--- src/rtl/bus_arbiter_rr.sv ---
// Multi-master, multi-slave system bus with a registered grant (fixed priority or round robin),
// slave handshake, decode-miss and timeout error responses, and pipeline hold generation.
module bus_arbiter_rr #(
    parameter int            NUM_M      = 3,
    parameter int            NUM_S      = 6,
    parameter int            AW         = 32,
    parameter int            DW         = 32,
    parameter int            SEL_W      = 4,
    parameter int            ARB_MODE   = 0,
    parameter int            IFU_ID     = 1,
    parameter logic [DW-1:0] IDLE_RDATA = 32'h0000_0013,
    parameter int            TIMEOUT    = 15
) (
    input  logic                clk,
    input  logic                rst,
    input  logic [NUM_M-1:0]    m_req_i,
    input  logic [NUM_M-1:0]    m_we_i,
    input  logic [NUM_M*AW-1:0] m_addr_i,
    input  logic [NUM_M*DW-1:0] m_wdata_i,
    output logic [NUM_M*DW-1:0] m_rdata_o,
    output logic [NUM_M-1:0]    m_ack_o,
    output logic [NUM_M-1:0]    m_err_o,
    output logic [NUM_S-1:0]    s_req_o,
    output logic [NUM_S-1:0]    s_we_o,
    output logic [NUM_S*AW-1:0] s_addr_o,
    output logic [NUM_S*DW-1:0] s_wdata_o,
    input  logic [NUM_S*DW-1:0] s_rdata_i,
    input  logic [NUM_S-1:0]    s_ack_i,
    output logic                hold_flag_o
);
    localparam int              GW        = $clog2(NUM_M);
    localparam logic [SEL_W:0]  NUM_S_L   = (SEL_W+1)'(NUM_S);
    localparam logic [7:0]      TCNT_LAST = 8'(TIMEOUT - 1);
    localparam logic [GW-1:0]   LAST_M    = GW'(NUM_M - 1);

    typedef enum logic [0:0] {ST_IDLE = 1'b0, ST_BUSY = 1'b1} state_t;

    state_t        state_q, state_d;
    logic [GW-1:0] grant_q, grant_d, rr_ptr_q, rr_ptr_d;
    logic [7:0]    tcnt_q, tcnt_d;

    logic [NUM_M-1:0] hi_req_s, g_sel_s;
    logic [GW-1:0]    win_hi_s, win_lo_s, winner_s;
    logic             g_req_s, g_we_s;
    logic [AW-1:0]    g_addr_s, addr_lo_s;
    logic [DW-1:0]    g_wdata_s, slv_rdata_s;
    logic [SEL_W-1:0] sel_s;
    logic [NUM_S-1:0] hit_s;
    logic             sel_ok_s, act_s, slv_ack_s, miss_s, tout_s, err_s, done_s, other_req_s;

    // Arbitration: first request at or above the rotating pointer, else lowest index overall.
    always_comb begin
        hi_req_s = '0;
        win_hi_s = '0;
        win_lo_s = '0;
        for (int k = 0; k < NUM_M; k++) begin
            hi_req_s[k] = m_req_i[k] & ((ARB_MODE == 0) || (GW'(k) >= rr_ptr_q));
        end
        for (int k = NUM_M - 1; k >= 0; k--) begin
            win_hi_s = hi_req_s[k] ? GW'(k) : win_hi_s;
            win_lo_s = m_req_i[k] ? GW'(k) : win_lo_s;
        end
        winner_s = (|hi_req_s) ? win_hi_s : win_lo_s;
    end

    // Granted-master mux, slave decode and routing, completion/error detection.
    always_comb begin
        g_sel_s   = '0;
        g_req_s   = 1'b0;
        g_we_s    = 1'b0;
        g_addr_s  = '0;
        g_wdata_s = '0;
        for (int k = 0; k < NUM_M; k++) begin
            g_sel_s[k] = (grant_q == GW'(k));
            g_req_s    = g_req_s | (g_sel_s[k] & m_req_i[k]);
            g_we_s     = g_we_s | (g_sel_s[k] & m_we_i[k]);
            g_addr_s   = g_addr_s | ({AW{g_sel_s[k]}} & m_addr_i[k*AW +: AW]);
            g_wdata_s  = g_wdata_s | ({DW{g_sel_s[k]}} & m_wdata_i[k*DW +: DW]);
        end
        sel_s     = g_addr_s[AW-1 -: SEL_W];
        sel_ok_s  = ({1'b0, sel_s} < NUM_S_L);
        addr_lo_s = {{SEL_W{1'b0}}, g_addr_s[AW-SEL_W-1:0]};
        // A dropped request aborts at once, so the slave never sees a half-held access.
        act_s     = (state_q == ST_BUSY) && g_req_s && !rst;

        hit_s       = '0;
        s_req_o     = '0;
        s_we_o      = '0;
        s_addr_o    = '0;
        s_wdata_o   = '0;
        slv_ack_s   = 1'b0;
        slv_rdata_s = '0;
        for (int j = 0; j < NUM_S; j++) begin
            hit_s[j]                = act_s && sel_ok_s && (sel_s == SEL_W'(j));
            s_req_o[j]              = hit_s[j];
            s_we_o[j]               = hit_s[j] & g_we_s;
            s_addr_o[j*AW +: AW]    = {AW{hit_s[j]}} & addr_lo_s;
            s_wdata_o[j*DW +: DW]   = {DW{hit_s[j]}} & g_wdata_s;
            slv_ack_s               = slv_ack_s | (hit_s[j] & s_ack_i[j]);
            slv_rdata_s             = slv_rdata_s | ({DW{hit_s[j]}} & s_rdata_i[j*DW +: DW]);
        end
        miss_s = act_s && !sel_ok_s;
        tout_s = act_s && sel_ok_s && !slv_ack_s && (tcnt_q == TCNT_LAST);
        err_s  = miss_s | tout_s;
        done_s = slv_ack_s | err_s;
    end

    // Next-state: grant capture in IDLE; completion, error, abort and timeout counting in BUSY.
    always_comb begin
        state_d  = state_q;
        grant_d  = grant_q;
        rr_ptr_d = rr_ptr_q;
        tcnt_d   = tcnt_q;
        case (state_q)
            ST_IDLE: begin
                tcnt_d = 8'd0;
                if (|m_req_i) begin
                    grant_d = winner_s;
                    state_d = ST_BUSY;
                end else begin
                    state_d = ST_IDLE;
                end
            end
            ST_BUSY: begin
                if (!g_req_s) begin
                    state_d = ST_IDLE;
                    tcnt_d  = 8'd0;
                end else if (done_s) begin
                    state_d  = ST_IDLE;
                    tcnt_d   = 8'd0;
                    rr_ptr_d = (grant_q == LAST_M) ? '0 : grant_q + GW'(1);
                end else begin
                    tcnt_d = tcnt_q + 8'd1;
                end
            end
            default: begin
                state_d = ST_IDLE;
                tcnt_d  = 8'd0;
            end
        endcase
    end

    // State registers with synchronous reset.
    always_ff @(posedge clk) begin
        if (rst) begin
            state_q  <= ST_IDLE;
            grant_q  <= '0;
            rr_ptr_q <= '0;
            tcnt_q   <= 8'd0;
        end else begin
            state_q  <= state_d;
            grant_q  <= grant_d;
            rr_ptr_q <= rr_ptr_d;
            tcnt_q   <= tcnt_d;
        end
    end

    // Master-side responses and pipeline hold; the fetch master idles on a NOP.
    always_comb begin
        m_ack_o     = '0;
        m_err_o     = '0;
        m_rdata_o   = '0;
        other_req_s = 1'b0;
        for (int k = 0; k < NUM_M; k++) begin
            if (done_s && g_sel_s[k]) begin
                m_ack_o[k]             = 1'b1;
                m_err_o[k]             = err_s;
                m_rdata_o[k*DW +: DW]  = err_s ? '0 : slv_rdata_s;
            end else if (k == IFU_ID) begin
                m_rdata_o[k*DW +: DW]  = IDLE_RDATA;
            end else begin
                m_rdata_o[k*DW +: DW]  = '0;
            end
            other_req_s = other_req_s | (m_req_i[k] & (k != IFU_ID));
        end
        hold_flag_o = !rst && (other_req_s ||
                      ((state_q == ST_BUSY) && (grant_q != GW'(IFU_ID))));
    end
endmodule
--- config.mk ---
export PLATFORM = sky130hd
export DESIGN_NAME = bus_arbiter_rr
export DESIGN_NICKNAME = d
export VERILOG_FILES = /design/src/rtl/bus_arbiter_rr.sv
export SDC_FILE = /design/constraint.sdc
export NUM_CORES = 1
export LEC_CHECK = 0
export BUFFER_PORTS_ARGS = -buffer_cell sky130_fd_sc_hd__clkbuf_2
export CAP_MARGIN = 20
export CORE_AREA = 2 2 347 349
export CTS_BUF_LIST = sky130_fd_sc_hd__clkbuf_4 sky130_fd_sc_hd__clkbuf_8 sky130_fd_sc_hd__clkbuf_16
export CTS_CLUSTER_SIZE = 8
export DETAILED_ROUTE_END_ITERATION = 8
export DIE_AREA = 0 0 349 351
export PLACE_DENSITY_LB_ADDON = 0.12
export RECOVER_POWER = 25
export SLEW_MARGIN = 20
export SYNTH_ARGS = -nofsm -noshare
export SYNTH_HDL_FRONTEND = slang
export SYNTH_SLANG_ARGS = --single-unit
--- constraint.sdc ---
create_clock -name clk -period 4.44 [get_ports clk]
set_clock_uncertainty 0.05 [all_clocks]
set_input_delay 0.444 -clock clk [delete_from_list [all_inputs] [get_ports clk]]
set_output_delay 0.444 -clock clk [all_outputs]
set_load 0.02 [all_outputs]
# Word-level counts from Yosys, hierarchy flattened
# Cells that the tools add are included.
[op_classes] n_addsub=1 magnitude_cmp=1 n_eq_ne=9 muxes=20 n_bitwise=64 reduce_logical=25
[op_table] op="32-bit AND" count=18
[op_table] op="32-bit bitwise OR" count=9
[op_table] op="32-bit by 28-bit AND with 32-bit output" count=6
[op_table] op="32-bit 2-to-1 mux" count=4
[op_table] op="1-bit AND" count=18
[op_table] op="1-bit logical AND" count=17
[op_table] op="8-bit 2-to-1 mux" count=2
[op_table] op="8-bit one-hot mux with 2 select lines" count=1
[op_table] op="1-bit bitwise OR" count=12
[op_table] op="1-bit 2-to-1 mux" count=9
[op_table] op="8-bit by 1-bit adder with 8-bit output (second input constant)" count=1
[op_table] op="4-bit by 2-bit equality test with 1-bit output (second input constant)" count=2
[op_table] op="4-bit by 3-bit equality test with 1-bit output (second input constant)" count=2
[op_table] op="8-bit by 4-bit equality test with 1-bit output (second input constant)" count=1
[op_table] op="2-bit 2-to-1 mux" count=3
[op_table] op="4-bit by 1-bit equality test with 1-bit output (second input constant)" count=1
[op_table] op="4-bit zero test" count=1
[op_table] op="4-bit by 3-bit < comparator with 1-bit output (second input constant)" count=1
[op_table] op="1-bit zero test" count=3
[op_table] op="3-bit OR reduction" count=1
[op_table] op="2-bit by 1-bit equality test with 1-bit output (second input constant)" count=1
[op_table] op="2-bit equality test (second input constant)" count=1
[op_table] op="2-bit zero test" count=1
[op_table] op="2-bit by 1-bit inequality test with 1-bit output (second input constant)" count=1
[op_table] op="other kinds (4)" count=4
[word_totals] register_bits=11 output_inout_bits=499 word_cells=123

# Logic depth before layout (Yosys ltp)
# Gate-level depths: netlist of run 1.
[logic_depth] word_depth=22 mapped_depth=11

# Least setup slack after synthesis of run 1
# OpenSTA, ideal clock, no wires.
[synth_timing] kind="input to output" from="input m_addr_i[95]" to="output m_rdata_o[10]" t_arrival_ps=2888 required_ps=3946 setup_slack_ps=1058 cell_stages=10 n_path_buf=2 cell_sequence="mux2_2 -> a22oi_2 -> nand4b_1 -> nor3_1 -> nand2_1 -> inv_1 -> buf_2 -> buf_1 -> nand2_1 -> a211oi_1"
[synth_lines] element="start, declared" line="18" source="input logic [NUM_M*AW-1:0] m_addr_i,"
[synth_lines] element="32-bit AND *" line="77" source="g_addr_s = g_addr_s | ({AW{g_sel_s[k]}} & m_addr_i[k*AW +: AW]);"
[synth_lines] element="32-bit bitwise OR *" line="77"
[synth_lines] element="4-bit by 3-bit < comparator with 1-bit output" line="81" source="sel_ok_s = ({1'b0, sel_s} < NUM_S_L);"
[synth_lines] element="1-bit logical AND" line="94" source="hit_s[j] = act_s && sel_ok_s && (sel_s == SEL_W'(j));"
[synth_lines] element="1-bit logical AND *" line="94"
[synth_lines] element="via s_req_o[3]" line="23" source="output logic [NUM_S-1:0] s_req_o,"
[synth_lines] element="1-bit AND" line="99" source="slv_ack_s = slv_ack_s | (hit_s[j] & s_ack_i[j]);"
[synth_lines] element="1-bit bitwise OR (3 in a row)" line="99"
[synth_lines] element="1-bit zero test" line="103" source="tout_s = act_s && sel_ok_s && !slv_ack_s && (tcnt_q == TCNT_LAST);"
[synth_lines] element="1-bit logical AND (2 in a row)" line="103"
[synth_lines] element="1-bit bitwise OR" line="104" source="err_s = miss_s | tout_s;"
[synth_lines] element="1-bit bitwise OR" line="105" source="done_s = slv_ack_s | err_s;"
[synth_lines] element="1-bit logical AND" line="165" source="if (done_s && g_sel_s[k]) begin"
[synth_lines] element="32-bit 2-to-1 mux *" line="165"
[synth_lines] element="end, declared" line="20" source="output logic [NUM_M*DW-1:0] m_rdata_o,"
# The timed path passes the listed nets; every way through them passes the cells marked *.

# Worst setup path after layout of run 1
[layout_timing] from="register grant_q[1]" to="output m_rdata_o[68]"
[layout_between] elab_chain_cells=21
[layout_lines] element="start, declared" line="39" source="logic [GW-1:0] grant_q, grant_d, rr_ptr_q, rr_ptr_d;"
[layout_lines] element="start signal, assigned" line="152" source="grant_q <= grant_d;"
[layout_lines] element="parallel branches: the longest is 20 deep, another holds 4-bit by 3-bit < comparator with 1-bit output"
[layout_lines] element="32-bit 2-to-1 mux *" line="165"
# Every way passes the cells marked *.

==> impl_metrics.tcl, run 1 <==
set metrics [dict create \
    outcome "finished clean" \
    start_kind "flop" \
    antenna_found_initial 12 \
    port_buffers 872 \
    reg2reg_to "state_q$_SDFF_PP0_" \
    final_cells 3374 \
    maxSlewHeadroom 0.122 \
    drive_above_1_share 0.481 \
    start_util 0.0479 \
    dp_hpwl_um 60100 \
    finalWirelength_um 70900 \
    worst_pin_slew_ns 1.32 \
    max-vdd-ir-drop_v 0.000147 \
    cts_tree "done" \
    drv_slew 0 \
    firstDrtPassIters 8 \
    cts-buffers-inserted 3 \
    synth_edf_count 0 \
    dr.first_iter.drc_count 819 \
    ys_ff_latch 11 \
    path_cells "mux2_2 > a22oi_2 > nand4b_1 > buf_4 > or4_1 > o2111a_1 > or3b_2 > buf_4 > nor3_2 > clkbuf_2" \
    path_class "flop to output port" \
    cp_slowest_cell "or4_1" \
    die_x_um 349 \
    grt_pass1_wl_um 91500 \
    yosysMostFrequentCell "nor2_1" \
    wire_per_inst_um 21.0 \
    fin_crit_sh 0.941 \
    power.total_mw 1.12 \
    die_height_um 351 \
    crit_fanout 33 \
    setup_viol 0 \
    crit_family "simple AND/OR/NAND/NOR gates" \
    preCtsSetupSlack_ns 0.376 \
    gr-total-overflow 0 \
    synth.yosys.warnings 0 \
    fin_crit_ns 4.18 \
    critPathBufInv 3 \
    rows 127 \
    cpPeakStageDelay_ns 0.54 \
    ios 897 \
    r2r-start "grant_q[1]$_SDFFE_PP0P_" \
    finalHoldViolCount 0 \
    cp_common_cell "buf_4" \
    r2r_slack_ns 1.72 \
    grt_pass1_vias 10531 \
    hold_depth 2 \
    synthesis.area_mm2 0.00570 \
    yosysTopAreaCell "nor2_1" \
    cp.arrival_ns 3.69 \
    fin_nets 2225 \
    reg2reg_depth 8 \
    root_buffer "clkbuf_16" \
    setup_ws_ns 0.261 \
    ctsLongestPathBuffers 2 \
    clk_latency_ns 0.24 \
    drtAntennaViolNets 0 \
    viasPerCell 3.19 \
    clock_sinks 11 \
    n_fill_cell 14330 \
    synth_area_leaders "nor2_1, mux2i_1, a222oi_1" \
    grt_usage 0.106 \
    cp-startpoint "grant_q[1]$_SDFFE_PP0P_" \
    clk_pin_slew_ns 0.05 \
    crit_path_end "m_rdata_o[68]" \
    synth-main-ff-cell "dfxtp_1" \
    crit_required_ns 3.95 \
    rsz0062_at_grt "no" \
    finalSetupTns_ns 0 \
    synth.distinct_cells 50 \
    fmax_ghz 0.239 \
    critPathCaptureType "output port" \
    p_per_area_mw_per_mm2 93.6 \
    dp_cells 3367 \
    htree_levels 1 \
    hold_class "input port to flop" \
    yosysSeqAreaShare 0.0387 \
    grt_start_max_net_pins 95 \
    stdcell_area_mm2 0.0119 \
    synthArstFlopShare 0 \
    yosys-top-cells-count "nor2_1, clkbuf_1, mux2i_1" \
    critical_path_cell_count 10 \
    place_area_mm2 0.0120 \
    drc 0 \
    syn_to_final_growth_pct 110 \
    gp_congestion 0.756 \
    core_mm2 0.119 \
    synthCells 1004 \
    synth_top_area_share 0.291 \
    maxCapViolCount 0 \
    num_vias 10748 \
    p_leak_nw 5.37 \
    synth.avg_cell_area_um2 5.67 \
    die_area_mm2 0.122 \
]
## logic make-up (layout without fill, tap and decap cells)
logic type / count (synthesis) / after routing / share of synthesized area
buf+inv: 136 / 933 / 0.115
xor+xnor: 6 / 6 / 0.00922
compound gates: 241 / 241 / 0.326
flops: 11 / 11 / 0.0387
mux: 69 / 69 / 0.122
other cells: 1 / 26 / 0.000658
fa+ha+maj: 2 / 2 / 0.00439
simple gates: 538 / 538 / 0.384
## stage by stage
step           utilization  hold slack (ns)
6_report             0.100            0.436
5_1_grt              0.100            0.462
3_5_place_dp         0.101            0.447
2_1_floorplan            -            0.399
3_3_place_gp         0.101            0.447
4_1_cts              0.101            0.445
## per-layer routing
metal / GRT usage / share of wire
met3: 0.0184 / 0.059
met5: 0 / 0.00066
met1: 0.126 / 0.40
met2: 0.203 / 0.53
met4: 0.0111 / 0.011
## final cells by class
class / count / area [um^2] / share of cell area
diodes: 2 / 5.00 / 0.000419
clock buffers: 3 / 75.1 / 0.00629
clock inverters: 1 / 5.00 / 0.000419
inverters: 11 / 41.3 / 0.00346
multi-input cells: 880 / 4990 / 0.418
flip-flops and latches: 11 / 228 / 0.0191
well taps: 1548 / 1940 / 0.162
repair buffers: 918 / 4650 / 0.390
## report_power, final
| part | switching, mW | leakage [nW] | total, mW | internal, mW |
|---|---|---|---|---|
| logic | 0.564 | 5.24 | 0.836 | 0.272 |
| registers | 0.0112 | 0.0907 | 0.114 | 0.102 |
| clock network | 0.0483 | 0.0409 | 0.168 | 0.120 |
| total | 0.623 | 5.37 | 1.12 | 0.494 |
## worst reg2reg max path: cells and delay by family, from the launching register on
kind,cells,cell delay (ns)
AND/OR/NAND/NOR,3,0.96
flip-flops,1,0.51
AO/OA/AOI/OAI,3,0.50
multiplexers,1,0.40
buffers and inverters,1,0.17
## placed cells by master (no fill, tap or decap), types with 2 or more instances in the layout
cell and count:
a211oi_1 47, a211oi_2 22, a21oi_1 65, a222oi_1 37, a22oi_1 27, a22oi_2 2
and2_1 7, and3_1 2, and3b_1 2, buf_12 6, buf_4 36, clkbuf_1 96
clkbuf_16 3, clkbuf_2 779, clkinv_1 3, conb_1 24, dfxtp_1 9, dfxtp_4 2
diode_2 2, ha_1 2, inv_1 8, mux2_2 2, mux2i_1 66, nand2_1 34
nand2_4 6, nand3_1 2, nand4_1 3, nor2_1 441, nor3_1 17, nor3_2 10
o211a_1 4, o21a_1 23, o21ai_0 7, or3_1 2, xor2_1 5
## how the worst min path moves through the flow
stage                               from                      end  slack (ns)
global placement    tcnt_q[0]$_SDFF_PP0_     tcnt_q[0]$_SDFF_PP0_        0.45
CTS                           m_req_i[1]  grant_q[0]$_SDFFE_PP0P_        0.45
floorplan           tcnt_q[0]$_SDFF_PP0_     tcnt_q[0]$_SDFF_PP0_        0.40
detailed placement  tcnt_q[7]$_SDFF_PP0_     tcnt_q[7]$_SDFF_PP0_        0.45
finish                               rst  grant_q[0]$_SDFFE_PP0P_        0.44
global route                         rst  grant_q[1]$_SDFFE_PP0P_        0.46
## flip-flops by register name, summed over array words and instances (netlist names)
| signal | count |
|---|---|
| tcnt_q | 8 |
| grant_q | 2 |
| state_q | 1 |
## what timing repair did
item	4_1_cts	5_1_grt
endpoints found under the setup margin	0	6
gates resized for setup	0	0
buffers inserted	0	1
hold endpoints to repair	0	0
hold buffers	0	0
No activity file was read; power rests on OpenSTA's default activity.
==> run 2: changes to the inputs <==
--- a/config.mk
+++ b/config.mk
@@ -7,11 +7,13 @@
 export LEC_CHECK = 0
 export BUFFER_PORTS_ARGS = -buffer_cell sky130_fd_sc_hd__clkbuf_2
 export CAP_MARGIN = 20
-export CORE_AREA = 2 2 347 349
+export CELL_PAD_IN_SITES_DETAIL_PLACEMENT = 1
+export CELL_PAD_IN_SITES_GLOBAL_PLACEMENT = 1
+export CORE_AREA = 2 2 354 356
 export CTS_BUF_LIST = sky130_fd_sc_hd__clkbuf_4 sky130_fd_sc_hd__clkbuf_8 sky130_fd_sc_hd__clkbuf_16
 export CTS_CLUSTER_SIZE = 8
 export DETAILED_ROUTE_END_ITERATION = 8
-export DIE_AREA = 0 0 349 351
+export DIE_AREA = 0 0 356 358
 export PLACE_DENSITY_LB_ADDON = 0.12
 export RECOVER_POWER = 25
 export SLEW_MARGIN = 20
==> run 2 against run 1 <==
Against the previous run: highest routed layer unchanged; utilization is 0.30 points lower; largest cell class unchanged; worst hold slack worse by 0.011 ns; sequential share of layout area hardly changed; worst setup slack worse by 0.082 ns.
==> impl_metrics.tcl, run 2 (synthesis results as in run 1) <==
set metrics [dict create \
    grt_pass1_vias 11542 \
    viasPerCell 3.18 \
    cp.arrival_ns 3.77 \
    drc 0 \
    path_class "flop to output port" \
    finalHoldViolCount 0 \
    ctsHoldBuffers 0 \
    max-vdd-ir-drop_v 0.000124 \
    top_register "tcnt_q" \
    hold_depth 2 \
    root_buffer "clkbuf_16" \
    fin_crit_ns 4.26 \
    finalSetupTns_ns 0 \
    reg2reg_to "tcnt_q[3]$_SDFF_PP0_" \
    rows 129 \
    fmax_ghz 0.235 \
    grt_usage 0.108 \
    r2r-start "grant_q[1]$_SDFFE_PP0P_" \
    grt_pass1_wl_um 98000 \
    hold_class "input port to flop" \
    worst_pin_slew_ns 1.14 \
    crit_fanout 33 \
    holdPathEnd "grant_q[1]$_SDFFE_PP0P_" \
    critPathCaptureType "output port" \
    dr.first_iter.drc_count 667 \
    outcome "finished clean" \
    rsz0062_at_grt "no" \
    reg2reg_depth 7 \
    start_util 0.0462 \
    n_fill_cell 15297 \
    gp_congestion 0.818 \
    clk_pin_slew_ns 0.05 \
    ctsLongestPathBuffers 2 \
    largest_reg_flops 8 \
    drtAntennaViolNets 0 \
    syn_to_final_growth_pct 111 \
    r2r_slack_ns 1.65 \
    setup_viol 0 \
    start_kind "flop" \
    gr-total-overflow 0 \
    stdcell_area_mm2 0.0120 \
    fin_crit_sh 0.960 \
    antenna_found_initial 9 \
    drv_slew 0 \
    crit_required_ns 3.95 \
    ios 897 \
    port_buffers 872 \
    cts-buffers-inserted 3 \
    worstHoldStart "rst" \
    die_area_mm2 0.127 \
    clk_latency_ns 0.24 \
    fin_nets 2218 \
    die_height_um 358 \
    wire_per_inst_um 21.7 \
    maxCapViolCount 0 \
    num_vias 11001 \
    cts_tree "done" \
    layout_commonest_cell "clkbuf_2" \
    drive_above_1_share 0.478 \
    die_x_um 356 \
    p_leak_nw 5.34 \
    grt_start_max_net_pins 100 \
    clock_sinks 11 \
    p_per_area_mw_per_mm2 92.2 \
    final_cell_mix "clkbuf_2, nor2_1, clkbuf_1, mux2i_1, a21oi_1" \
    maxSlewHeadroom 0.238 \
    firstDrtPassIters 7 \
    final_cells 3459 \
    finalWirelength_um 75100 \
    dp_hpwl_um 63400 \
    htree_levels 1 \
    core_mm2 0.123 \
    dp_cells 3449 \
    largestRegisters "tcnt_q x8, grant_q x2, state_q x1" \
    place_area_mm2 0.0120 \
]
-- run 2: cell count changes in the layout (fill, tap and decap cells not counted), sizes merged --
cell	delta
diode	+3
buf	-9
inv	+1
clkbuf	+3
clkinv	-2
-- run 2: critical path, cell delays in order (launching register included) --
cell       delay [ns]
dfxtp_4          0.42
and2b_1          0.41
o2bb2ai_4        0.18
buf_4            0.48
mux2i_1          0.27
o2111a_1         0.34
or3b_2           0.45
buf_4            0.31
a211oi_4         0.37
clkbuf_2         0.23
-- run 2: cell type report --
type                       instances  area, um^2  area share
multi-input combinational        880        4990       0.416
timing repair buffer             911        4590       0.382
tap                             1637        2050       0.171
sequential                        11         228      0.0190
clock buffer                       4        82.6     0.00688
inverter                          11        41.3     0.00344
antenna                            5        12.5     0.00104
-- run 2: metal layers --
metal	share of wire	track usage	vias up
li1	-	-	5075
met4	0.0068	0.00911	8
met2	0.53	0.208	553
met1	0.39	0.124	5324
met3	0.069	0.0247	41
met5	0.00057	0	-
-- run 2: worst max path at each step --
stage	cells past startpoint	end	start
6_report	9	m_rdata_o[73]	grant_q[1]$_SDFFE_PP0P_
5_1_grt	12	m_rdata_o[73]	grant_q[1]$_SDFFE_PP0P_
4_1_cts	9	m_rdata_o[73]	grant_q[1]$_SDFFE_PP0P_
3_5_place_dp	9	m_rdata_o[73]	grant_q[1]$_SDFFE_PP0P_
3_3_place_gp	9	m_rdata_o[73]	grant_q[1]$_SDFFE_PP0P_
2_1_floorplan	10	m_rdata_o[10]	m_addr_i[95]
-- run 2: what timing repair did --
action,CTS,global route
endpoints found under the setup margin,1,1
cloned,0,0
setup buffers,0,1
resized for setup,1,0
-- run 2: stage by stage --
step                      hold WS, ns    util  setup slack, ns  power [mW]
after floorplan                 0.399       -             1.06       0.492
after global placement          0.445  0.0975            0.242       0.959
after detailed placement        0.450  0.0975            0.229       0.963
after CTS                       0.418  0.0982           0.0283        1.15
after global routing            0.429  0.0972           0.0531        1.20
final                           0.424  0.0973            0.179        1.11
-- run 2: where the power goes --
part           switching [mW]  internal, mW
clock                  0.0480         0.127
sequential             0.0114         0.102
combinational           0.550         0.268
total                   0.609         0.497
==> run 3: changes to the inputs <==
--- a/config.mk
+++ b/config.mk
@@ -5,15 +5,15 @@
 export SDC_FILE = /design/constraint.sdc
 export NUM_CORES = 1
 export LEC_CHECK = 0
-export BUFFER_PORTS_ARGS = -buffer_cell sky130_fd_sc_hd__clkbuf_2
+export BUFFER_PORTS_ARGS = -buffer_cell sky130_fd_sc_hd__buf_2
 export CAP_MARGIN = 20
 export CELL_PAD_IN_SITES_DETAIL_PLACEMENT = 1
 export CELL_PAD_IN_SITES_GLOBAL_PLACEMENT = 1
-export CORE_AREA = 2 2 354 356
+export CORE_AREA = 2 2 345 347
 export CTS_BUF_LIST = sky130_fd_sc_hd__clkbuf_4 sky130_fd_sc_hd__clkbuf_8 sky130_fd_sc_hd__clkbuf_16
 export CTS_CLUSTER_SIZE = 8
 export DETAILED_ROUTE_END_ITERATION = 8
-export DIE_AREA = 0 0 356 358
+export DIE_AREA = 0 0 347 349
 export PLACE_DENSITY_LB_ADDON = 0.12
 export RECOVER_POWER = 25
 export SLEW_MARGIN = 20
==> constraint.sdc (replaced) <==
create_clock -name clk -period 3.59 [get_ports clk]
set_clock_uncertainty 0.05 [all_clocks]
set_input_delay 0.359 -clock clk [delete_from_list [all_inputs] [get_ports clk]]
set_output_delay 0.359 -clock clk [all_outputs]
set_load 0.02 [all_outputs]
==> run 3 against run 2 <==
Against the previous run: global-route usage up 1.0 points; critical path depth grew 1; cell area grew 14%; critical path type unchanged; critical endpoint is now m_rdata_o[65]; highest routed layer unchanged.
==> impl_metrics.tcl, run 3 (synthesis results as in run 1) <==
set metrics [dict create \
    num_vias 11572 \
    dr.first_iter.drc_count 678 \
    drive_above_1_share 0.595 \
    stdcell_area_mm2 0.0137 \
    dp_cells 3399 \
    htree_levels 1 \
    p_leak_nw 6.58 \
    die_x_um 347 \
    fin_nets 2295 \
    cts-buffers-inserted 3 \
    critPathCaptureType "output port" \
    firstDrtPassIters 6 \
    cts_tree "done" \
    setup_viol 0 \
    largest_reg_flops 8 \
    clock_sinks 11 \
    port_buffers 872 \
    antenna_found_initial 50 \
    maxSlewHeadroom 0.289 \
    rows 126 \
    hold_slack_ns 0.334 \
    path_cells "mux2_4 > a22oi_2 > nand4b_1 > buf_4 > or3_4 > o2111a_2 > or3b_4 > clkbuf_16 > nor3_2 > buf_4" \
    grt_usage 0.118 \
    start_kind "flop" \
    fmax_ghz 0.279 \
    grt_pass1_wl_um 101000 \
    grt_pass1_vias 11770 \
    crit_fanout 7 \
    outcome "finished clean" \
    ctsHoldBuffers 0 \
    die_height_um 349 \
    wire_per_inst_um 23.1 \
    critPathBufInv 3 \
    cpPeakStageDelay_ns 0.52 \
    fin_crit_ns 3.58 \
    hold_class "input port to flop" \
    place_area_mm2 0.0124 \
    n_fill_cell 14428 \
    final_cell_mix "buf_2, nor2_1, buf_4, mux2i_1, a21oi_1" \
    crit_required_ns 3.18 \
    finalWirelength_um 79400 \
    cp_common_cell "buf_4" \
    grt_start_max_net_pins 62 \
    reg2reg_depth 9 \
    hold_depth 2 \
    finalSetupTns_ns 0 \
    top_register "tcnt_q" \
    dp_hpwl_um 64400 \
    core_mm2 0.117 \
    clk_pin_slew_ns 0.04 \
    drv_slew 0 \
    root_buffer "clkbuf_16" \
    path_class "flop to output port" \
    start_util 0.0485 \
    drtAntennaViolNets 0 \
    maxCapViolCount 0 \
    ctsLongestPathBuffers 2 \
    final_cells 3440 \
    max-vdd-ir-drop_v 0.000153 \
    drc 0 \
    die_area_mm2 0.121 \
    worst_pin_slew_ns 1.06 \
    p_per_area_mw_per_mm2 109 \
    gr-total-overflow 0 \
    fin_crit_sh 0.997 \
    critical_path_cell_count 10 \
    crit_family "simple AND/OR/NAND/NOR gates" \
    gp_congestion 0.812 \
    clk_latency_ns 0.24 \
    finalHoldViolCount 0 \
    rsz0062_at_grt "yes" \
    layout_commonest_cell "buf_2" \
    cp_slowest_cell "or3b_4" \
    syn_to_final_growth_pct 140 \
    largestRegisters "tcnt_q x8, grant_q x2, state_q x1" \
    viasPerCell 3.36 \
    cp.arrival_ns 3.17 \
    ios 897 \
]
[run 3: cell types whose count changed in the layout (fill, tap and decap cells not counted), moves of 11 or more]
cell,previous run,this run
buf_2,0,797
clkbuf_1,95,2
clkbuf_2,782,0
a211oi_2,21,57
buf_12,5,17
nor3_4,0,12
nor3_1,17,6
buf_4,29,133
a211oi_1,47,3
buf_6,0,30
[run 3: what timing repair did]
| item | 4_1_cts | 5_1_grt |
|---|---|---|
| cloned | 2 | 6 |
| gates resized for setup | 32 | 197 |
| pin swaps | 6 | 56 |
| buffers inserted | 8 | 12 |
| endpoints found under the setup margin | 102 | 98 |
[run 3: worst reg2reg max path: cells and delay by family, from the launching register on]
kind,cells,cell delay (ns)
AOI/OAI and AO/OA,3,0.49
buffers and inverters,2,0.32
and+or+nand+nor,3,0.82
muxes,1,0.33
DFF,1,0.40
[run 3: metal layers]
metal / global-route usage / part of all wire / vias to the layer above
met5: 0 / 0.0037 / -
met4: 0.0128 / 0.024 / 46
met3: 0.0310 / 0.068 / 131
met2: 0.243 / 0.55 / 590
met1: 0.120 / 0.35 / 5574
li1: - / - / 5231
[run 3: where the power goes]
group / leakage (nW) / total, mW / switching (mW) / internal [mW]
logic: 6.45 / 1.15 / 0.715 / 0.436
registers: 0.0907 / 0.134 / 0.00747 / 0.127
clock network: 0.0409 / 0.209 / 0.0611 / 0.148
[run 3: area by class of cell]
cell class,count,area [um^2],area share
inverters,11,55.1,0.00402
multi-input cells,880,5500,0.402
clock buffers,3,75.1,0.00549
clock inverters,1,5.00,0.000366
repair buffers,988,5880,0.429
diodes,10,25.0,0.00183
well taps,1536,1920,0.140
flip-flops and latches,11,228,0.0166
[run 3: worst paths after layout]
kind	startpoint	slack, ns	to
setup / recovery	grant_q[1]$_SDFFE_PP0P_	0.01	m_rdata_o[65]
hold reg to reg	tcnt_q[0]$_SDFF_PP0_	0.45	tcnt_q[0]$_SDFF_PP0_
hold / removal	rst	0.33	grant_q[1]$_SDFFE_PP0P_
setup reg to reg	grant_q[1]$_SDFFE_PP0P_	1.06	state_q$_SDFF_PP0_
[run 3: stage by stage]
stage                     worst slack [ns]  power (mW)   util
after floorplan                      0.336       0.609      -
after global placement              0.0698        1.23  0.106
after detailed placement            0.0136        1.24  0.106
after CTS                          -0.0387        1.47  0.108
after global routing                -0.106        1.62  0.116
final                               0.0115        1.49  0.116
